File: src/rtl/waveform_capture.sv
// waveform_capture: pre-trigger delayed ADC window capture with pedestal, peak search and valid/ready readout
module waveform_capture #(
  parameter int DATA_W = 14,
  parameter int PRE = 6,
  parameter int LEN = 32,
  parameter int OFC_N = 5,
  parameter int PED_SHIFT = 3,
  localparam int AW = $clog2(LEN)
) (
  input  logic              clk,
  input  logic              rst_n,
  input  logic [DATA_W-1:0] adc_in,
  input  logic              trigger_in,
  output logic [DATA_W-1:0] result,
  output logic              long_trigger,
  output logic [DATA_W-1:0] pulse_height,
  output logic [AW-1:0]     peak_index,
  output logic [DATA_W-1:0] pedestal,
  output logic [DATA_W-1:0] ofc_data,
  output logic [2:0]        ofc_sample_num,
  output logic [DATA_W-1:0] wave_data,
  output logic              wave_valid,
  input  logic              wave_ready,
  output logic              wave_last,
  output logic [7:0]        missed_trig
);
  localparam logic [1:0] IDLE = 2'd0, CAPTURE = 2'd1, READOUT = 2'd2;
  localparam int ACC_W = DATA_W + PED_SHIFT;
  localparam logic [PED_SHIFT:0] CNT_MAX = (PED_SHIFT + 1)'((1 << PED_SHIFT) - 1);
  logic [1:0] state;
  logic [DATA_W-1:0] dly_line [PRE];
  logic [DATA_W-1:0] mem [LEN];
  logic [DATA_W-1:0] dly, peak;
  logic [AW:0] wr;
  logic [AW-1:0] wi, rd, peak_at;
  logic [ACC_W-1:0] acc, acc_sum;
  logic [PED_SHIFT:0] cnt;
  logic trig_d, start, we, fire;
  always_comb begin
    dly = dly_line[PRE-1];
    wi = wr[AW-1:0];
    start = state == IDLE && trigger_in;
    we = start || (state == CAPTURE && !wr[AW]);
    fire = wave_valid && wave_ready;
    acc_sum = acc + ACC_W'(dly);
    wave_data = wave_valid ? mem[rd] : '0;
    wave_last = wave_valid && rd == AW'(LEN - 1);
  end
  always_ff @(posedge clk or negedge rst_n)
    if (!rst_n) for (int j = 0; j < PRE; j++) dly_line[j] <= '0;
    else begin
      dly_line[0] <= adc_in;
      for (int j = 1; j < PRE; j++) dly_line[j] <= dly_line[j-1];
    end
  always_ff @(posedge clk) if (we) mem[wi] <= dly;
  // wr counts written samples; wr[AW] set means the window is complete
  always_ff @(posedge clk or negedge rst_n) begin
    if (!rst_n) begin
      state <= IDLE;
      wr <= '0;
      rd <= '0;
      acc <= '0;
      cnt <= '0;
      peak <= '0;
      peak_at <= '0;
      trig_d <= 1'b0;
      result <= '0;
      long_trigger <= 1'b0;
      pulse_height <= '0;
      peak_index <= '0;
      pedestal <= '0;
      ofc_data <= '0;
      ofc_sample_num <= '0;
      wave_valid <= 1'b0;
      missed_trig <= '0;
    end else begin
      trig_d <= trigger_in;
      if (state != IDLE && trigger_in && !trig_d && missed_trig != 8'hff) missed_trig <= missed_trig + 8'd1;
      result <= we ? dly : '0;
      long_trigger <= we;
      ofc_data <= we && wi < AW'(OFC_N) ? dly : '0;
      ofc_sample_num <= we && wi < AW'(OFC_N) ? 3'(wi + 1'b1) : 3'd0;
      if (we) begin
        wr <= wr + 1'b1;
        if (wi == '0 || dly > peak) begin
          peak <= dly;
          peak_at <= wi;
        end
      end
      if (state == IDLE) begin
        acc <= start || cnt == CNT_MAX ? '0 : acc_sum;
        cnt <= start || cnt == CNT_MAX ? '0 : cnt + 1'b1;
        if (!start && cnt == CNT_MAX) pedestal <= DATA_W'(acc_sum >> PED_SHIFT);
        if (start) state <= CAPTURE;
      end else if (state == CAPTURE) begin
        if (wr[AW]) begin
          state <= READOUT;
          wr <= '0;
          rd <= '0;
          wave_valid <= 1'b1;
          pulse_height <= peak > pedestal ? peak - pedestal : '0;
          peak_index <= peak_at;
        end
      end else if (fire) begin
        rd <= rd + 1'b1;
        if (wave_last) begin
          wave_valid <= 1'b0;
          state <= IDLE;
        end
      end
    end
  end
endmodule
File: config.mk
export PLATFORM = sky130hd
export DESIGN_NAME = waveform_capture
export DESIGN_NICKNAME = d
export VERILOG_FILES = /design/src/rtl/waveform_capture.sv
export SDC_FILE = /design/constraint.sdc
export NUM_CORES = 1
export LEC_CHECK = 0
export ABC_AREA = 1
export CORE_ASPECT_RATIO = 1.75
export CORE_MARGIN = 2
export CORE_UTILIZATION = 54
export CTS_CLUSTER_SIZE = 14
export DETAILED_ROUTE_END_ITERATION = 10
export PLACE_DENSITY = 0.7
export RECOVER_POWER = 50
export SETUP_SLACK_MARGIN = 0.15
export SLEW_MARGIN = 20
export SYNTH_ARGS = -nofsm -noshare
export SYNTH_HDL_FRONTEND = slang
export SYNTH_SLANG_ARGS = --single-unit
File: constraint.sdc
create_clock -name clk -period 4.3 [get_ports clk]
set_input_delay 0.86 -clock clk [delete_from_list [all_inputs] [get_ports clk]]
set_output_delay 0.86 -clock clk [all_outputs]
set_load 0.02 [all_outputs]
Yosys cells after proc, flatten, opt, wreduce, memory -nomap -nowiden. Memories as Yosys holds them, arrays and structs flattened. Cells that the tools add are included.

Bits in writable memories: 448. Bits in read-only memories: 0. Register bits after elaboration: 212. Latch bits: 0. Input port bits: 18. Memories: 1.

Shifts and indexed selects: 0. Equality and inequality tests: 7. Multipliers: 0. Div/mod/pow operators: 0. Add/sub/neg operators: 7. Bitwise gates (word level): 1. Magnitude comparators: 3. Muxes and demuxes: 26. Reduce and logical (&&, ||, !) cells: 28.

Memory list: mem (words 32, width 14, read ports 1, clocked after memory_dff 0, wr ports 1, RTL line 32) `logic [DATA_W-1:0] mem [LEN];`.

Operators by type and width (count): two-way mux 14 bit (4); > comparator 14 bit (2); two-way mux 6 bit (4); adder 17 x 14 -> 17 bit (1); two-way mux 17 bit (1); two-way mux 5 bit (3); subtractor 14 bit (1); two-way mux 2 bit (6); logical AND 1 bit (9); adder 8 x 1 -> 8 bit, second input constant (1); inequality test 8 bit, second input constant (1); AND reduction 4 bit (2); adder 6 x 1 -> 6 bit, second input constant (1); two-way mux 1 bit (6); AND reduction 3 bit (2); nonzero test 2 bit (3); nonzero test 3 bit (2); adder 5 x 1 -> 5 bit, second input constant (1); == test 5 bit, second input constant (1); zero test 5 bit (1); < comparator 5 x 3 -> 1 bit, second input constant (1); adder 4 x 1 -> 4 bit, second input constant (1); == test 4 x 3 -> 1 bit, second input constant (1); two-way mux 4 bit (1); other kinds (10) (16).

Depth between registers and ports, before layout.
Depth after elaboration: 7. Mapped depth: 13.

Least setup slack after synthesis. No wires, ideal clock.

Path type: in2reg. From: input trigger_in. To: memory mem[31][0] (enable). Data arrival time: 2.148 ns. Data required time: 3.895 ns. Cell stages on the path: 4. Library setup time: 0.405 ns. Path slack: 1.747 ns. Buffers on the path: 0. Cells stage by stage: nand2_4 nand2_8 inv_6 nor3_1.

Word-level cells in the longest chain between the ends: 4.

RTL lines: start: declaration (RTL line 13) `input logic trigger_in,`; logical AND 1 bit (RTL line 42) `start = state == IDLE && trigger_in;`; logical OR 1 bit (RTL line 43) `we = start || (state == CAPTURE && !wr[AW]);`; named net we (RTL line 38) `logic trig_d, start, we, fire;`; two-way mux 1 bit (RTL line 55) `always_ff @(posedge clk) if (we) mem[wi] <= dly;`; two-way mux 1 bit (not written as such) (RTL line 55); end: declaration (RTL line 32).

The timed path passes the listed nets, and every way through them passes these cells.

Final worst setup path.
From: register rd[0]. To: output wave_data[3].

Word-level cells in the longest chain between the ends: 2.

RTL lines: start: declaration (RTL line 35) `logic [AW-1:0] wi, rd, peak_at;`; start signal: assignment (RTL line 105) `rd <= rd + 1'b1;`; memory (32 x 14 bit); two-way mux 14 bit (RTL line 46) `wave_data = wave_valid ? mem[rd] : '0;`; end: declaration (RTL line 21) `output logic [DATA_W-1:0] wave_data,`.

No other way between the ends.

==> flow_metrics.env <==
export IMPL_status="finished with violations"
export IMPL_violated_checks="max-capacitance violations, max-slew violations"
export IMPL_largest_net_degree_at_the_start_of_global_routing=92
export IMPL_report_final_slew_viol_count=483
export IMPL_crit_path_start="rd[0]"
export IMPL_syn_instance_count=2533
export IMPL_route_detailed_wl_per_inst_um=21.89
export IMPL_grt_pass1_vias=19030
export IMPL_route_detailed_drc=0
export IMPL_start_util_pct=54.42
export IMPL_detail_route_vias_per_cell=5.572
export IMPL_hold_start="dly_line[18]"
export IMPL_post_route_cells_drive_above_1_share_pct=6.667
export IMPL_synthesis_area_mm2=0.02786
export IMPL_setup_worst_path_class="reg -> out"
export IMPL_clock_latency_at_the_later_pin_of_the_worst_skew_pair_ps=620
export IMPL_place_detailed_instances=3265
export IMPL_synth_area_mux_share_pct=0.04041
export IMPL_routabilityCongestion=0.9188
export IMPL_grt_setup_unrepaired="yes"
export IMPL_cts_tree="done"
export IMPL_multi_input_area_mm2=0.007166
export IMPL_min_path_type="reg -> reg"
export IMPL_synth_top_cell_area_share_pct=48.28
export IMPL_fin_util_pct=61.90
export IMPL_drt_iter0_markers=1587
export IMPL_yosys_area_share_xor_xnor_pct=0.5658
export IMPL_ys_types=44
export IMPL_stdcell_count=3373
export IMPL_crit_fanout=65
export IMPL_timing_rr_start="dly[5]"
export IMPL_dp_hpwl_mm=47.48
export IMPL_postRouteAntennaNets=0
export IMPL_routed_wl_mm=73.83
export IMPL_yosys_top_cells_count="525 x sky130_fd_sc_hd__nand2_1, 448 x sky130_fd_sc_hd__edfxtp_1, 347 x sky130_fd_sc_hd__inv_1"
export IMPL_post_route_min_period_ps=4125
export IMPL_synth_top_flop_cell="sky130_fd_sc_hd__edfxtp_1"
export IMPL_seqCellArea_mm2=0.01877
export IMPL_wl_met1_mm=26.12
export IMPL_hold_viol=0
export IMPL_worst_ep_arrival_time_ps=3260
export IMPL_finalSetupViolCount=0
export IMPL_setup_worst_path_start_class="register"
export IMPL_cell_accounting_for_the_most_synthesized_area="sky130_fd_sc_hd__edfxtp_1"
export IMPL_maxCapViolCount=12
export IMPL_synth_fp_nets=2603
export IMPL_cts_max_path_buffers=3
export IMPL_routed_wl_met3_mm=3.956
export IMPL_synth_fa_ha_area_share_pct=2.389
export IMPL_cts_root_buffer="sky130_fd_sc_hd__clkbuf_16"
export IMPL_power_density_cell_area_mw_per_mm2=649.4
export IMPL_routed_via_count=18790
export IMPL_detail_route_first_pass_iterations=5
export IMPL_fp_dieH_um=304.5
export IMPL_total_of_buffers_placed_on_input_and_output_ports=106
export IMPL_grt_overflow=0
export IMPL_groute_usage_overall_pct=28.06
export IMPL_p_total_mw=20.58
export IMPL_antenna_found_initial=1
export IMPL_cts_inserted_buffers=58
export IMPL_grt_pass1_wl_mm=111.8
export IMPL_synth_top_family_by_area="simple AND/OR/NAND/NOR gates"
export IMPL_crit_path_end_kind="output port"
export IMPL_synth_compound_area_share_pct=7.849
export IMPL_htreeDepth=2
export IMPL_async_flop_share_pct=32.12
export IMPL_met2_length_mm=38.31
export IMPL_layout_filler_cells=4095
export IMPL_route_top_layer_used="met4"
export IMPL_clk_pin_slew_ps=60
export IMPL_core_region_area_mm2=0.05120
export IMPL_yosys_warnings=0
export IMPL_ys_seq_area_share_pct=67.32
export IMPL_skew_ps=17.30
export IMPL_die_area_mm2=0.05350
export IMPL_min_period_over_period_pct=95.92
export IMPL_edff_count_synth=448
export IMPL_synth_area_per_cell_um2=11.00
export IMPL_yosys_top_cells_area="sky130_fd_sc_hd__edfxtp_1 48%, sky130_fd_sc_hd__dfrtp_1 19%, sky130_fd_sc_hd__nand2_1 7.1%"
export IMPL_core_rowCount=110
export IMPL_numClockSinks=660
export IMPL_total_number_of_nets_in_the_final_design=2730
export IMPL_slew_limit_headroom_pct=-60.49
export IMPL_synth_simple_gate_area_share_pct=14.89
export IMPL_num_ports=107
export IMPL_syn_to_final_growth_pct=13.75
export IMPL_irDropWorstVdd_mv=0.4234
export IMPL_worst_endpoint_required_ps=3440
export IMPL_finalSetupTns_ps=0
export IMPL_yosys_cell_count_top_type="sky130_fd_sc_hd__nand2_1"
export IMPL_die_w_um=175.7
export IMPL_synth_seq_cells=660
export IMPL_worst_slew_pin_transition_ps=2407
export IMPL_reported_leakage_power_nw=13.32
export IMPL_highest_attainable_clock_frequency_mhz=242.4
==> cell type report <==
| type | count | area share [%] |
|---|---|---|
| Sequential cell | 660 | 59.21 |
| Multi-Input combinational cell | 1401 | 22.61 |
| Timing Repair Buffer | 183 | 5.543 |
| Clock buffer | 76 | 4.923 |
| Inverter | 356 | 4.240 |
| Tap cell | 672 | 2.653 |
| Clock inverter | 24 | 0.8133 |
| Antenna cell | 1 | 0.007896 |
==> kinds of logic (layout without fill, tap and decap cells) <==
| family | Yosys count | in the layout |
|---|---|---|
| and+or+nand+nor | 961 | 961 |
| DFF | 660 | 660 |
| buffers and inverters | 472 | 639 |
| AOI/OAI and AO/OA | 369 | 369 |
| adders and majority gates | 52 | 52 |
| xor gates and xnor gates | 18 | 18 |
| muxes | 1 | 1 |
| other | 0 | 1 |
==> layer usage <==
metal / up-vias / track usage, %
li1: 8763 / -
met1: 9108 / 31.55
met2: 696 / 50.24
met3: 227 / 3.181
met4: 0 / 17.89
met5: - / 0
==> worst paths after layout <==
kind / to / slack, ps / depth (start not counted)
max: wave_data[3] / 180 / 10
min: dly[4] / 340 / 0
max reg2reg: pedestal[5] / 630 / 10
min reg2reg: dly[4] / 340 / 0
max in group asynchronous: dly[3] / 1090 / 2
min in group asynchronous: pedestal[13] / 920 / 1
==> placed cells by master (no fill, tap or decap), types with 3 or more instances in the layout <==
| cell | netlist | layout |
|---|---|---|
| sky130_fd_sc_hd__nor2_2 | 3 | 6 |
| sky130_fd_sc_hd__clkbuf_16 | 0 | 59 |
| sky130_fd_sc_hd__nor3_1 | 40 | 39 |
| sky130_fd_sc_hd__dlymetal6s2s_1 | 0 | 6 |
| sky130_fd_sc_hd__clkinv_1 | 1 | 8 |
| sky130_fd_sc_hd__xnor2_1 | 9 | 9 |
| sky130_fd_sc_hd__o21bai_1 | 3 | 3 |
| sky130_fd_sc_hd__buf_16 | 0 | 3 |
| sky130_fd_sc_hd__clkdlybuf4s50_1 | 0 | 83 |
| sky130_fd_sc_hd__clkinv_2 | 0 | 7 |
| sky130_fd_sc_hd__o211ai_1 | 126 | 126 |
| sky130_fd_sc_hd__o21ai_0 | 112 | 111 |
| sky130_fd_sc_hd__edfxtp_1 | 448 | 448 |
| sky130_fd_sc_hd__and2_1 | 6 | 6 |
| sky130_fd_sc_hd__inv_2 | 7 | 6 |
| sky130_fd_sc_hd__dlygate4sd3_1 | 0 | 15 |
| sky130_fd_sc_hd__ha_1 | 50 | 50 |
| sky130_fd_sc_hd__nand3b_1 | 9 | 9 |
| sky130_fd_sc_hd__inv_1 | 347 | 347 |
| sky130_fd_sc_hd__nand3_2 | 10 | 10 |
| sky130_fd_sc_hd__a21oi_1 | 116 | 116 |
| sky130_fd_sc_hd__dfrtp_1 | 212 | 210 |
| sky130_fd_sc_hd__nand2_1 | 525 | 526 |
| sky130_fd_sc_hd__o21ai_1 | 6 | 7 |
| sky130_fd_sc_hd__nand4_1 | 7 | 7 |
| sky130_fd_sc_hd__xor2_1 | 9 | 9 |
| sky130_fd_sc_hd__nor2_1 | 146 | 143 |
| sky130_fd_sc_hd__clkbuf_1 | 36 | 30 |
| sky130_fd_sc_hd__nand2_4 | 3 | 3 |
| sky130_fd_sc_hd__buf_12 | 0 | 6 |
| sky130_fd_sc_hd__buf_4 | 11 | 49 |
| sky130_fd_sc_hd__nand3_1 | 201 | 201 |
| sky130_fd_sc_hd__bufinv_16 | 0 | 5 |
==> through the flow <==
step           hold WS (ps)  worst slack (ps)  cell area (um^2)
3_5_place_dp          334.7             490.5             29810
2_1_floorplan         331.2              1747             27860
4_1_cts               254.1             178.0             31720
3_3_place_gp          331.4             481.6             29810
6_report              342.3             175.3             31690
5_1_grt               348.0             46.31             31690
==> critical path, cell delays in order, from the launching register on <==
cell	delay, ps
sky130_fd_sc_hd__dfrtp_4	590
sky130_fd_sc_hd__buf_4	190
sky130_fd_sc_hd__bufbuf_16	330
sky130_fd_sc_hd__o21ai_0	390
sky130_fd_sc_hd__nand2_1	100
sky130_fd_sc_hd__nand2_1	70
sky130_fd_sc_hd__nand2_1	40
sky130_fd_sc_hd__nand2_1	110
sky130_fd_sc_hd__nor2_1	70
sky130_fd_sc_hd__nor2_1	150
sky130_fd_sc_hd__clkdlybuf4s50_1	610
==> timing repair <==
action                                  4_1_cts  5_1_grt
buffers inserted                              3        3
endpoints found under the hold margin         0        0
cloned                                        1        0
endpoints found under the setup margin       15       11
resized for setup                             5       11
hold buffers                                  0        0
pin swaps                                     0        0
==> sequential cells by signal, indices dropped and copies added, names as in the netlist, 6 cells and up <==
register	flops
peak	14
wr	6
missed_trig	8
dly	14
ofc_data	14
acc	17
dly_line	70
pulse_height	14
pedestal	14
result	14
mem	448
==> power breakdown <==
part           switching (mW)  internal [mW]  total, mW
sequential              0.542           7.43       7.97
clock                    2.26           2.84       5.10
combinational            5.04           2.47       7.51
total                    7.85           12.7       20.6
Power figures use the tool's default switching activity.
